**src/rtl/reset_seq_pkg.sv**
```systemverilog
// Shared types and sizing helpers for the reset sequencer.
package reset_seq_pkg;

  typedef enum logic [1:0] {
    HOLD    = 2'd0,
    RELEASE = 2'd1,
    RUN     = 2'd2,
    FAULT   = 2'd3
  } seq_state_e;

  localparam int unsigned FAULT_DOM_W = 4;

  // Width needed to hold the largest of the hold, stagger and timeout counts.
  function automatic int unsigned cnt_width(input int unsigned hold,
                                            input int unsigned stagger,
                                            input int unsigned tmo);
    int unsigned m;
    m = hold;
    if (stagger > m) m = stagger;
    if (tmo > m) m = tmo;
    return $clog2(m + 1);
  endfunction

endpackage

```
**src/rtl/reset_sequencer_if.sv**
```systemverilog
// Control/status bundle between the reset sequencer and its surroundings.
interface reset_sequencer_if
  import reset_seq_pkg::*;
#(
  parameter int unsigned N_DOM = 4,
  parameter int unsigned CNT_W = 32
) ();

  logic                   restart;
  logic [N_DOM-1:0]       dom_ready;
  logic [N_DOM-1:0]       dom_rst_n;
  logic                   seq_done;
  logic                   timeout;
  logic [FAULT_DOM_W-1:0] fault_dom;
  logic [CNT_W-1:0]       cycle_cnt;

  modport master (
    output restart, dom_ready,
    input  dom_rst_n, seq_done, timeout, fault_dom, cycle_cnt
  );

  modport slave (
    input  restart, dom_ready,
    output dom_rst_n, seq_done, timeout, fault_dom, cycle_cnt
  );

endinterface

```
**src/rtl/sat_counter.sv**
```systemverilog
// Up-counter with synchronous clear and enable that sticks at all-ones.
module sat_counter #(
  parameter int unsigned W = 8
) (
  input  logic         clk,
  input  logic         rst,
  input  logic         clr_i,
  input  logic         en_i,
  output logic [W-1:0] cnt_o
);

  logic [W-1:0] cnt_q;
  logic [W-1:0] cnt_d;

  always_comb begin
    cnt_d = cnt_q;
    if (clr_i) begin
      cnt_d = '0;
    end else if (en_i && (cnt_q != '1)) begin
      cnt_d = cnt_q + W'(1);
    end
  end

  always_ff @(posedge clk or posedge rst) begin
    if (rst) cnt_q <= '0;
    else     cnt_q <= cnt_d;
  end

  assign cnt_o = cnt_q;

endmodule

```
**src/rtl/reset_sequencer.sv**
```systemverilog
// Releases N_DOM active-low reset domains in order after a hold phase, with
// per-step stagger, optional ready gating, a per-step timeout and restart.
module reset_sequencer
  import reset_seq_pkg::*;
#(
  parameter int unsigned      N_DOM          = 4,
  parameter int unsigned      HOLD_CYCLES    = 2,
  parameter int unsigned      STAGGER        = 8,
  parameter logic [N_DOM-1:0] WAIT_READY     = '0,
  parameter int unsigned      TIMEOUT_CYCLES = 400,
  parameter int unsigned      CNT_W          = 32
) (
  input logic              clk,
  input logic              rst,
  reset_sequencer_if.slave sif
);

  localparam int unsigned CW    = cnt_width(HOLD_CYCLES, STAGGER, TIMEOUT_CYCLES);
  localparam int unsigned IDX_W = (N_DOM > 1) ? $clog2(N_DOM) : 1;

  seq_state_e             state_q, state_d;
  logic [IDX_W-1:0]       idx_q, idx_d;
  logic [CW-1:0]          step_q, step_d;
  logic [N_DOM-1:0]       rel_q, rel_d;
  logic                   done_q, done_d;
  logic                   tmo_q, tmo_d;
  logic [FAULT_DOM_W-1:0] fdom_q, fdom_d;

  logic [CW-1:0]          wait_cnt;
  logic                   advance_c;
  logic                   tmo_hit_c;
  logic                   wait_clr_c;
  logic                   cyc_clr_c;
  logic                   cyc_en_c;

  assign advance_c = (step_q >= CW'(STAGGER - 1)) &&
                     (!WAIT_READY[idx_q] || sif.dom_ready[idx_q]);
  assign tmo_hit_c = (TIMEOUT_CYCLES != 0) && (wait_cnt == CW'(TIMEOUT_CYCLES - 1));

  // Wait counter measures time spent on the current release step.
  assign wait_clr_c = sif.restart || (state_q != RELEASE) || advance_c;

  sat_counter #(.W(CW)) u_wait_cnt (
    .clk   (clk),
    .rst   (rst),
    .clr_i (wait_clr_c),
    .en_i  (state_q == RELEASE),
    .cnt_o (wait_cnt)
  );

  assign cyc_clr_c = sif.restart || (state_q == HOLD);
  assign cyc_en_c  = (state_q != HOLD);

  sat_counter #(.W(CNT_W)) u_cycle_cnt (
    .clk   (clk),
    .rst   (rst),
    .clr_i (cyc_clr_c),
    .en_i  (cyc_en_c),
    .cnt_o (sif.cycle_cnt)
  );

  always_comb begin
    state_d = state_q;
    idx_d   = idx_q;
    step_d  = step_q;
    rel_d   = rel_q;
    done_d  = done_q;
    tmo_d   = tmo_q;
    fdom_d  = fdom_q;

    unique case (state_q)
      HOLD: begin
        if (step_q >= CW'(HOLD_CYCLES - 1)) begin
          state_d = RELEASE;
          rel_d   = N_DOM'(1);
          idx_d   = '0;
          step_d  = '0;
        end else begin
          step_d  = step_q + CW'(1);
        end
      end
      RELEASE: begin
        // Advance takes precedence over a timeout landing on the same cycle.
        if (advance_c) begin
          step_d = '0;
          if (idx_q == IDX_W'(N_DOM - 1)) begin
            state_d = RUN;
            done_d  = 1'b1;
          end else begin
            idx_d = idx_q + IDX_W'(1);
            rel_d = rel_q | (N_DOM'(1) << (idx_q + IDX_W'(1)));
          end
        end else if (tmo_hit_c) begin
          state_d = FAULT;
          tmo_d   = 1'b1;
          fdom_d  = FAULT_DOM_W'(idx_q);
          rel_d   = '0;
          done_d  = 1'b0;
        end else if (step_q != '1) begin
          step_d = step_q + CW'(1);
        end
      end
      RUN:     ;
      FAULT:   ;
      default: state_d = HOLD;
    endcase

    if (sif.restart) begin
      state_d = HOLD;
      idx_d   = '0;
      step_d  = '0;
      rel_d   = '0;
      done_d  = 1'b0;
      tmo_d   = 1'b0;
      fdom_d  = '0;
    end
  end

  always_ff @(posedge clk or posedge rst) begin
    if (rst) begin
      state_q <= HOLD;
      idx_q   <= '0;
      step_q  <= '0;
      rel_q   <= '0;
      done_q  <= 1'b0;
      tmo_q   <= 1'b0;
      fdom_q  <= '0;
    end else begin
      state_q <= state_d;
      idx_q   <= idx_d;
      step_q  <= step_d;
      rel_q   <= rel_d;
      done_q  <= done_d;
      tmo_q   <= tmo_d;
      fdom_q  <= fdom_d;
    end
  end

  assign sif.dom_rst_n = rel_q;
  assign sif.seq_done  = done_q;
  assign sif.timeout   = tmo_q;
  assign sif.fault_dom = fdom_q;

endmodule

```
**src/flat_wrapper.sv**
```systemverilog
// flat-port wrapper written by rule: the top's interface ports become plain ports
module reset_sequencer_flat import reset_seq_pkg::*;
#(
  parameter int unsigned      N_DOM          = 4,
  parameter int unsigned      HOLD_CYCLES    = 2,
  parameter int unsigned      STAGGER        = 8,
  parameter logic [N_DOM-1:0] WAIT_READY     = '0,
  parameter int unsigned      TIMEOUT_CYCLES = 400,
  parameter int unsigned      CNT_W          = 32
)
  (clk, rst, sif_restart, sif_dom_ready, sif_dom_rst_n, sif_seq_done, sif_timeout, sif_fault_dom, sif_cycle_cnt);
  reset_sequencer_if #(.N_DOM(N_DOM), .CNT_W(CNT_W)) sif_i ();
  input logic clk;
  input logic rst;
  input wire logic [$bits(sif_i.restart)-1:0] sif_restart;
  input wire logic [$bits(sif_i.dom_ready)-1:0] sif_dom_ready;
  output wire logic [$bits(sif_i.dom_rst_n)-1:0] sif_dom_rst_n;
  output wire logic [$bits(sif_i.seq_done)-1:0] sif_seq_done;
  output wire logic [$bits(sif_i.timeout)-1:0] sif_timeout;
  output wire logic [$bits(sif_i.fault_dom)-1:0] sif_fault_dom;
  output wire logic [$bits(sif_i.cycle_cnt)-1:0] sif_cycle_cnt;
  assign sif_i.restart = sif_restart;
  assign sif_i.dom_ready = sif_dom_ready;
  assign sif_dom_rst_n = sif_i.dom_rst_n;
  assign sif_seq_done = sif_i.seq_done;
  assign sif_timeout = sif_i.timeout;
  assign sif_fault_dom = sif_i.fault_dom;
  assign sif_cycle_cnt = sif_i.cycle_cnt;
  reset_sequencer #(.N_DOM(N_DOM), .HOLD_CYCLES(HOLD_CYCLES), .STAGGER(STAGGER), .WAIT_READY(WAIT_READY), .TIMEOUT_CYCLES(TIMEOUT_CYCLES), .CNT_W(CNT_W)) u_core (.clk(clk), .rst(rst), .sif(sif_i));
endmodule
```
**config.mk**
```make
export PLATFORM = sky130hd
export DESIGN_NAME = reset_sequencer_flat
export DESIGN_NICKNAME = d
export VERILOG_FILES = /design/src/rtl/reset_seq_pkg.sv /design/src/rtl/reset_sequencer_if.sv /design/src/rtl/sat_counter.sv /design/src/rtl/reset_sequencer.sv /design/src/flat_wrapper.sv
export SDC_FILE = /design/constraint.sdc
export NUM_CORES = 1
export LEC_CHECK = 0
export CORE_MARGIN = 2
export CORE_UTILIZATION = 40
export DETAILED_ROUTE_END_ITERATION = 7
export PLACE_DENSITY_LB_ADDON = 0.3
export SLEW_MARGIN = 20
export SYNTH_ARGS = -nofsm -noshare
export SYNTH_HDL_FRONTEND = slang
export SYNTH_SLANG_ARGS = --single-unit
```
**constraint.sdc**
```tcl
create_clock -name clk -period 7.05 [get_ports clk]
set_input_delay 1.41 -clock clk [delete_from_list [all_inputs] [get_ports clk]]
set_output_delay 1.41 -clock clk [all_outputs]
set_load 0.02 [all_outputs]
```
==> flow_summary.json, run 1 <==
{
  "path_cells": "clkdlybuf4s50_1 > nor3b_1 > o2111ai_1 > o21ai_2 > a21oi_1 > o22ai_1",
  "overflow": 0,
  "ant_nets": 0,
  "cp-start-kind": "input pin",
  "synth_cells": 371,
  "fin_crit_ns": 3.63,
  "ys_ff_latch": 62,
  "yosys-top-cells-area": "dfrtp_1 (44%), nor2_1 (4.6%), ha_1 (3.9%), nand2_1 (3.8%), a21oi_1 (2.7%)",
  "die_area_sq_um": 9520,
  "dr.pass1.iters": 5,
  "hold_ws_ns": 0.504,
  "async_reset_ff_share_pct": 100,
  "power.leakage_nw": 1.75,
  "cp.arrival_ns": 3.88,
  "clkSinkCount": 62,
  "nNetsFinal": 432,
  "seq_area_frac_synth_pct": 44.3,
  "synth_edf_count": 0,
  "hpwlAfterDp_mm": 5.30,
  "place_inst": 511,
  "globalplace.congestion": 0.786,
  "cap_violations": 0,
  "multi_input_area_sq_um": 1850,
  "grt_pass1_vias": 2795,
  "hold_viol": 0,
  "grt_pass1_wl_mm": 13.6,
  "tns_ns": 0,
  "routed_via_density": 5.70,
  "fin_worst_skew_ns": 0.00810,
  "first_iter_violations": 95,
  "h-tree-depth": 3,
  "cts_tree": "done",
  "ir_drop_mv": 0.118,
  "core_area_sq_um": 8590,
  "worstPathMaxFanout": 12,
  "dpl_cell_area_sq_um": 4010,
  "drv_slew": 0,
  "grt_usage_pct": 17.3,
  "setup_violations": 0,
  "drc": 0,
  "core.rowCount": 34,
  "power_mw": 0.903,
  "start_util_pct": 40.7,
  "syn_to_final_growth_pct": 19.4,
  "min_period_over_period_pct": 51.4,
  "cpMaxStageDelayCell": "clkdlybuf4s50_1",
  "clock_path_buffers": 2,
  "fill_cells": 819,
  "netlist.top_cell.by_area": "dfrtp_1",
  "critical_path.max_stage_delay_ns": 0.62,
  "vias": 2997,
  "tightest_slew_ns": 0.957,
  "hold_class": "reg -> reg",
  "final_cells": 526,
  "max_slew_margin_pct": 36.1,
  "cts_hold_buf": 0,
  "port_buffers": 42,
  "wire_per_inst_um": 14.9,
  "synthFlopType": "dfrtp_1",
  "crit_path_end_kind": "flip-flop",
  "cts_setup_buffers": 0,
  "ys_warn_count": 0,
  "cts-root-buf": "clkbuf_8",
  "numCtsBuffers": 9,
  "syn_avg_cell_area_sq_um": 9.44,
  "path_class": "in -> reg",
  "status": "finished clean",
  "seqCellArea_sq_um": 1550,
  "synth_top_area_share_pct": 44.3,
  "die_h_um": 97.6,
  "power_density_nw_per_um2": 216,
  "reg2reg_slack_ns": 4.63,
  "drive_above_1_share_pct": 7.89,
  "max_clock_freq_ghz": 0.276,
  "rsz0062_at_grt": "no",
  "antenna_found_initial": 0,
  "synth_area_sq_um": 3500,
  "die_x_um": 97.6,
  "clk_latency_ns": 0.34,
  "finalInstanceArea_sq_um": 4180,
  "yosysUniqueCellTypes": 62,
  "worstPathRequired_ns": 7.30,
  "grt_max_degree": 63,
  "io_pins": 49,
  "cts_resized": 0,
  "antenna_cells": 0,
  "drt_wl_total_mm": 7.84,
  "path_clk_slew_ns": 0.07
}
layer usage:
metal  routed length, um  part of all wire, %  vias up  global-route usage, %
met5                   0                    0        -                      0
met1                3620                   46     1475                   22.8
li1                    -                    -     1453                      -
met2                3850                   49       63                   28.0
met4                  67                 0.85        0                   5.02
met3                 304                  3.9        6                   4.75
cell usage after synthesis (3+ instances only):
master	count
o21ai_0	15
inv_1	10
nor3_1	6
buf_2	4
xnor2_1	10
xor2_1	10
a211oi_1	5
a41oi_1	4
or3_1	6
mux2i_1	8
nand2b_1	3
buf_4	3
dfrtp_1	62
nand4_1	12
nor4_1	6
nand3_1	16
and3_1	9
ha_1	11
a21oi_1	19
nand2_1	35
nor2_1	43
a31oi_1	15
and4_1	7
clkbuf_1	5
state kept, by name (all words and copies together) (netlist names):
signal                    count
u_core.idx_q                  2
u_core.sif.dom_rst_n          4
u_core.sif.fault_dom          2
u_core.sif.seq_done           1
u_core.sif.timeout            1
u_core.state_q                2
u_core.step_q                 9
u_core.u_cycle_cnt.cnt_o     32
u_core.u_wait_cnt.cnt_o       9
critical path, delay by kind of cell:
| family | cells | cell delay [ns] |
|---|---|---|
| AO/OA/AOI/OAI | 4 | 1.32 |
| buffers and inverters | 1 | 0.62 |
| AND/OR/NAND/NOR | 1 | 0.53 |
worst paths after layout:
| kind | to | cells after the start | from |
|---|---|---|---|
| worst min-delay path | u_core.sif.timeout | 1 | u_core.sif.timeout |
| worst max register to register | u_core.u_wait_cnt.cnt_o[7] | 8 | u_core.u_wait_cnt.cnt_o[0] |
| worst max-delay path | u_core.step_q[2] | 6 | sif_restart |
| worst min register to register | u_core.sif.timeout | 1 | u_core.sif.timeout |
| min in group asynchronous | u_core.u_cycle_cnt.cnt_o[18] | 3 | rst |
| max in group asynchronous | u_core.u_cycle_cnt.cnt_o[25] | 3 | rst |
stage by stage:
step | util [%] | setup WS [ns]
5_1_grt | 48.6 | 3.12
3_5_place_dp | 46.7 | 3.09
6_report | 48.6 | 3.42
2_1_floorplan | - | 4.10
4_1_cts | 48.6 | 3.42
3_3_place_gp | 46.7 | 3.09
power breakdown:
part / internal (mW) / switching [mW] / total, mW / leakage (nW)
clock network: 0.145 / 0.132 / 0.277 / 0.0865
registers: 0.380 / 0.0366 / 0.417 / 0.857
logic: 0.0744 / 0.135 / 0.209 / 0.808
area by class of cell:
| cell class | instances | area share [%] |
|---|---|---|
| well taps | 108 | 3.23 |
| repair buffers | 45 | 10.6 |
| clock buffers | 14 | 3.89 |
| inverters | 10 | 0.898 |
| clock inverters | 1 | 0.120 |
| flip-flops and latches | 62 | 37.1 |
| multi-input cells | 286 | 44.1 |
cells in the final DEF (no fill, tap or decap), types with 3 or more instances in the layout:
cell type	count
dfrtp_1	62
nor2_1	43
clkdlybuf4s50_1	42
nand2_1	35
a21oi_1	19
nand3_1	16
o21ai_0	15
a31oi_1	15
nand4_1	12
ha_1	11
clkbuf_8	11
xnor2_1	10
xor2_1	10
inv_1	9
and3_1	9
mux2i_1	8
and4_1	7
nor4_1	6
nor3_1	6
or3_1	6
a211oi_1	5
a41oi_1	4
nand2b_1	3
clkbuf_1	3
buf_4	3
kinds of logic (layout without fill, tap and decap cells):
group	Yosys count	in the layout	synth area share [%]
xor+xnor	20	20	5.00
mux	9	9	2.61
other cells	1	2	0.107
simple gates	164	164	25.7
compound gates	80	80	15.2
fa+ha+maj	11	11	3.93
flops	62	62	44.3
buf+inv	24	70	3.07
Power figures use the tool's default switching activity.
==> run 2: changes to the inputs <==
- clock period: 7.05 -> 3.3 ns (I/O delays scaled with it)
==> flow_summary.json, run 2 (synthesized netlist as in run 1, its figures left out) <==
{
  "nNetsFinal": 435,
  "clk_latency_ns": 0.34,
  "syn_to_final_growth_pct": 21.9,
  "path_delay_family": "simple AND/OR/NAND/NOR gates",
  "fill_cells": 818,
  "dr.pass1.iters": 5,
  "power_density_nw_per_um2": 500,
  "power_mw": 2.13,
  "fin_crit_ns": 2.40,
  "setup_violations": 0,
  "worstPathRequired_ns": 3.57,
  "cts_tree": "done",
  "io_pins": 49,
  "cts_setup_buffers": 0,
  "r2r_cells": 8,
  "max_slew_margin_pct": 49.2,
  "p_switching_mw": 0.666,
  "drt_wl_total_mm": 7.79,
  "tns_ns": 0,
  "die_x_um": 97.6,
  "die_h_um": 97.6,
  "antenna_cells": 0,
  "cts_hold_buf": 0,
  "grt_pass1_vias": 2875,
  "cp.depth": 8,
  "hold_class": "reg -> reg",
  "cpMaxStageDelayCell": "dfrtp_1",
  "routed_via_density": 5.74,
  "tightest_slew_ns": 0.762,
  "status": "finished clean",
  "crit_path_end_kind": "flip-flop",
  "wire_per_inst_um": 14.7,
  "drc": 0,
  "cts_resized": 0,
  "start_util_pct": 40.7,
  "reg2reg_slack_ns": 0.90,
  "crit_buf_inv": 0,
  "cp.arrival_ns": 2.68,
  "p_comb_share_pct": 21.6,
  "min_period_over_period_pct": 72.9,
  "final_common_cell": "dfrtp_1",
  "numCtsBuffers": 9,
  "grt_max_degree": 63,
  "grt_usage_pct": 17.3,
  "clkPwrFrac_pct": 36.5,
  "cap_violations": 0,
  "h-tree-depth": 3,
  "path_clk_slew_ns": 0.07,
  "p_seq_share_pct": 41.8,
  "hpwlAfterDp_mm": 5.47,
  "drive_above_1_share_pct": 9.24,
  "cts-root-buf": "clkbuf_8",
  "core.rowCount": 34,
  "overflow": 0,
  "p_sw_share_pct": 31.2,
  "grt_pass1_wl_mm": 13.6,
  "vias": 3040,
  "clkSinkCount": 62,
  "fin_worst_skew_ns": 0.00654,
  "path_cells": "ha_1 > and4_1 > and4_1 > ha_1 > nor2_1 > nand3_1 > or3_1 > a21oi_1",
  "clock_path_buffers": 2,
  "ir_drop_mv": 0.204,
  "rsz0062_at_grt": "no",
  "path_class": "reg -> reg",
  "power.leakage_nw": 1.80,
  "ant_nets": 0,
  "largest_reg_flops": 32,
  "cp-start-kind": "flip-flop",
  "core_area_sq_um": 8590,
  "drv_slew": 0,
  "worstPathMaxFanout": 6,
  "hold_viol": 0,
  "critical_path.max_stage_delay_ns": 0.44,
  "p_int_mw": 1.47,
  "antenna_found_initial": 0,
  "port_buffers": 42,
  "globalplace.congestion": 0.823,
  "first_iter_violations": 129,
  "holdPathStages": 1,
  "die_area_sq_um": 9520,
  "most-common-layout-cells": "dfrtp_1 (62), nor2_1 (43), clkdlybuf4s50_1 (42), nand2_1 (35), a21oi_1 (19)",
  "max_clock_freq_ghz": 0.416
}
-- run 2: changes by cell type in the layout (fill, tap and decap cells not counted) --
cell	previous run	this run
buf_4	3	6
bufinv_16	0	2
clkbuf_1	3	1
clkbuf_8	11	12
-- run 2: path summary, 6_finish.rpt --
kind | to | startpoint
hold reg to reg | u_core.sif.timeout | u_core.sif.timeout
max in group asynchronous | u_core.step_q[0] | rst
hold / removal | u_core.sif.timeout | u_core.sif.timeout
min in group asynchronous | u_core.u_wait_cnt.cnt_o[3] | rst
setup / recovery | u_core.u_wait_cnt.cnt_o[7] | u_core.u_wait_cnt.cnt_o[0]
setup reg to reg | u_core.u_wait_cnt.cnt_o[7] | u_core.u_wait_cnt.cnt_o[0]
-- run 2: metal layers --
metal | track usage, % | vias to the layer above | part of all wire [%]
li1 | - | 1454 | -
met1 | 23.5 | 1491 | 46
met2 | 27.2 | 79 | 48
met3 | 3.17 | 16 | 4.3
met4 | 7.16 | 0 | 2.2
met5 | 0 | - | 0
-- run 2: stage by stage --
step	utilization (%)	instances	setup slack [ns]	area, sq um	hold WS [ns]
after global placement	47.0	514	0.504	4040	0.502
after CTS	49.7	530	0.883	4270	0.535
after global routing	49.7	530	0.659	4270	0.561
after floorplan	-	372	1.08	3500	0.476
final	49.7	530	0.896	4270	0.527
after detailed placement	47.0	514	0.524	4040	0.519
-- run 2: cell type report --
| type | instances | area [sq um] | share of cell area, % |
|---|---|---|---|
| inverter | 10 | 37.5 | 0.879 |
| multi-input combinational | 286 | 1850 | 43.2 |
| tap | 108 | 135 | 3.17 |
| clock buffer | 13 | 169 | 3.96 |
| clock inverter | 3 | 65.1 | 1.52 |
| sequential | 62 | 1550 | 36.3 |
| timing repair buffer | 48 | 465 | 10.9 |
-- run 2: power groups by stage --
stage / combinational, mW / clock, mW / sequential, mW
global placement: 0.451 / 0 / 0.902
CTS: 0.465 / 0.797 / 0.891
detailed placement: 0.462 / 0 / 0.906
floorplan: 0.312 / 0 / 0.911
global route: 0.521 / 0.834 / 0.903
finish: 0.462 / 0.780 / 0.893
==> run 3: changes to the inputs <==
- clock period: 3.3 -> 2 ns (I/O delays scaled with it)
==> flow_summary.json, run 3 (synthesized netlist as in run 1, its figures left out) <==
{
  "grt_pass1_vias": 3126,
  "ant_nets": 0,
  "start_util_pct": 40.7,
  "max_clock_freq_ghz": 0.507,
  "status": "finished clean",
  "core_area_sq_um": 8590,
  "most-common-layout-cells": "dfrtp_1 (61), buf_4 (47), clkdlybuf4s50_1 (42), nor2_1 (41), nand2_1 (35)",
  "dr.pass1.iters": 4,
  "fin_crit_ns": 1.97,
  "cts-root-buf": "clkbuf_8",
  "first_iter_violations": 141,
  "h-tree-depth": 3,
  "grt_max_degree": 27,
  "drc": 0,
  "numCtsBuffers": 9,
  "clkSinkCount": 62,
  "reg2reg_slack_ns": 0.03,
  "routed_via_density": 5.60,
  "cts_tree": "done",
  "drv_slew": 0,
  "power.leakage_nw": 2.00,
  "die_area_sq_um": 9520,
  "crit_path_end_kind": "flip-flop",
  "core.rowCount": 34,
  "antenna_found_initial": 0,
  "nNetsFinal": 479,
  "die_h_um": 97.6,
  "rsz0062_at_grt": "yes",
  "path_clk_slew_ns": 0.07,
  "antenna_cells": 0,
  "ir_drop_mv": 0.400,
  "fill_cells": 765,
  "worstPathRequired_ns": 2.23,
  "multi_input_area_sq_um": 2000,
  "clock_path_buffers": 2,
  "power_mw": 3.73,
  "cap_violations": 0,
  "cp-start-kind": "flip-flop",
  "worstPathMaxFanout": 7,
  "grt_usage_pct": 19.3,
  "fin_worst_skew_ns": 0.0124,
  "syn_to_final_growth_pct": 35.5,
  "port_buffers": 42,
  "clk_latency_ns": 0.34,
  "final_common_cell": "dfrtp_1",
  "tightest_slew_ns": 0.498,
  "wire_per_inst_um": 15.5,
  "max_slew_margin_pct": 66.8,
  "place_inst": 554,
  "min_period_over_period_pct": 98.6,
  "power_density_nw_per_um2": 785,
  "drive_above_1_share_pct": 22.6,
  "hold_class": "in -> async",
  "globalplace.congestion": 0.828,
  "cp.arrival_ns": 2.20,
  "fin_util_pct": 55.2,
  "hpwlAfterDp_mm": 6.39,
  "die_x_um": 97.6,
  "overflow": 0,
  "path_class": "reg -> reg",
  "hold_viol": 0,
  "vias": 3206,
  "io_pins": 49,
  "largest_reg_flops": 32,
  "setup_violations": 0,
  "seqCellArea_sq_um": 1550,
  "hold_ws_ns": 0.404,
  "grt_pass1_wl_mm": 14.8,
  "final_cells": 573,
  "drt_wl_total_mm": 8.90
}
-- run 3: path summary, 6_finish.rpt --
| check | from | end | cells after the start |
|---|---|---|---|
| setup / recovery | u_core.step_q[1] | u_core.idx_q[0] | 8 |
| hold / removal | rst | u_core.sif.dom_rst_n[3] | 2 |
| setup reg to reg | u_core.step_q[1] | u_core.idx_q[0] | 8 |
| hold reg to reg | u_core.sif.timeout | u_core.sif.timeout | 1 |
| max in group asynchronous | rst | u_core.u_cycle_cnt.cnt_o[4] | 3 |
| min in group clk | u_core.sif.timeout | u_core.sif.timeout | 1 |
-- run 3: metal layers --
metal	share of wire, %	track usage (%)
met3	5.2	3.45
met1	45	26.2
met4	2.0	9.29
met5	0	0
met2	47	29.8
-- run 3: report_power, final --
| part | internal, mW | switching (mW) | total, mW |
|---|---|---|---|
| registers | 1.34 | 0.0973 | 1.44 |
| clock network | 0.599 | 0.485 | 1.08 |
| logic | 0.557 | 0.649 | 1.21 |
| total | 2.50 | 1.23 | 3.73 |
-- run 3: per-stage QoR --
step | instance area, sq um | worst slack, ns | setup TNS (ns)
finish | 4740 | 0.0288 | 0
global placement | 4380 | -0.284 | -7.32
floorplan | 3520 | 0.0121 | 0
detailed placement | 4380 | -0.313 | -6.94
CTS | 4600 | 0.00745 | 0
global route | 4740 | -0.0611 | -0.122
-- run 3: layout make-up --
type / count / share of cell area, %
Multi-Input combinational cell: 286 / 42.1
Sequential cell: 62 / 32.7
Timing Repair Buffer: 92 / 17.6
Clock buffer: 11 / 2.98
Tap cell: 108 / 2.85
Clock inverter: 4 / 1.00
Inverter: 10 / 0.791
-- run 3: critical path, stage by stage, from the launching register on --
cell and delay [ns]:
dfrtp_1 0.42, ha_2 0.21, buf_4 0.14, a21oi_2 0.13, o211a_1 0.26, buf_4 0.17, nand2b_1 0.18, nor2_1 0.08
mux2_2 0.27
-- run 3: repair_timing --
item,4_1_cts,5_1_grt
hold buffers,0,0
setup buffers,0,4
resized for setup,6,25
setup endpoints to repair,8,35
pin swaps,1,8
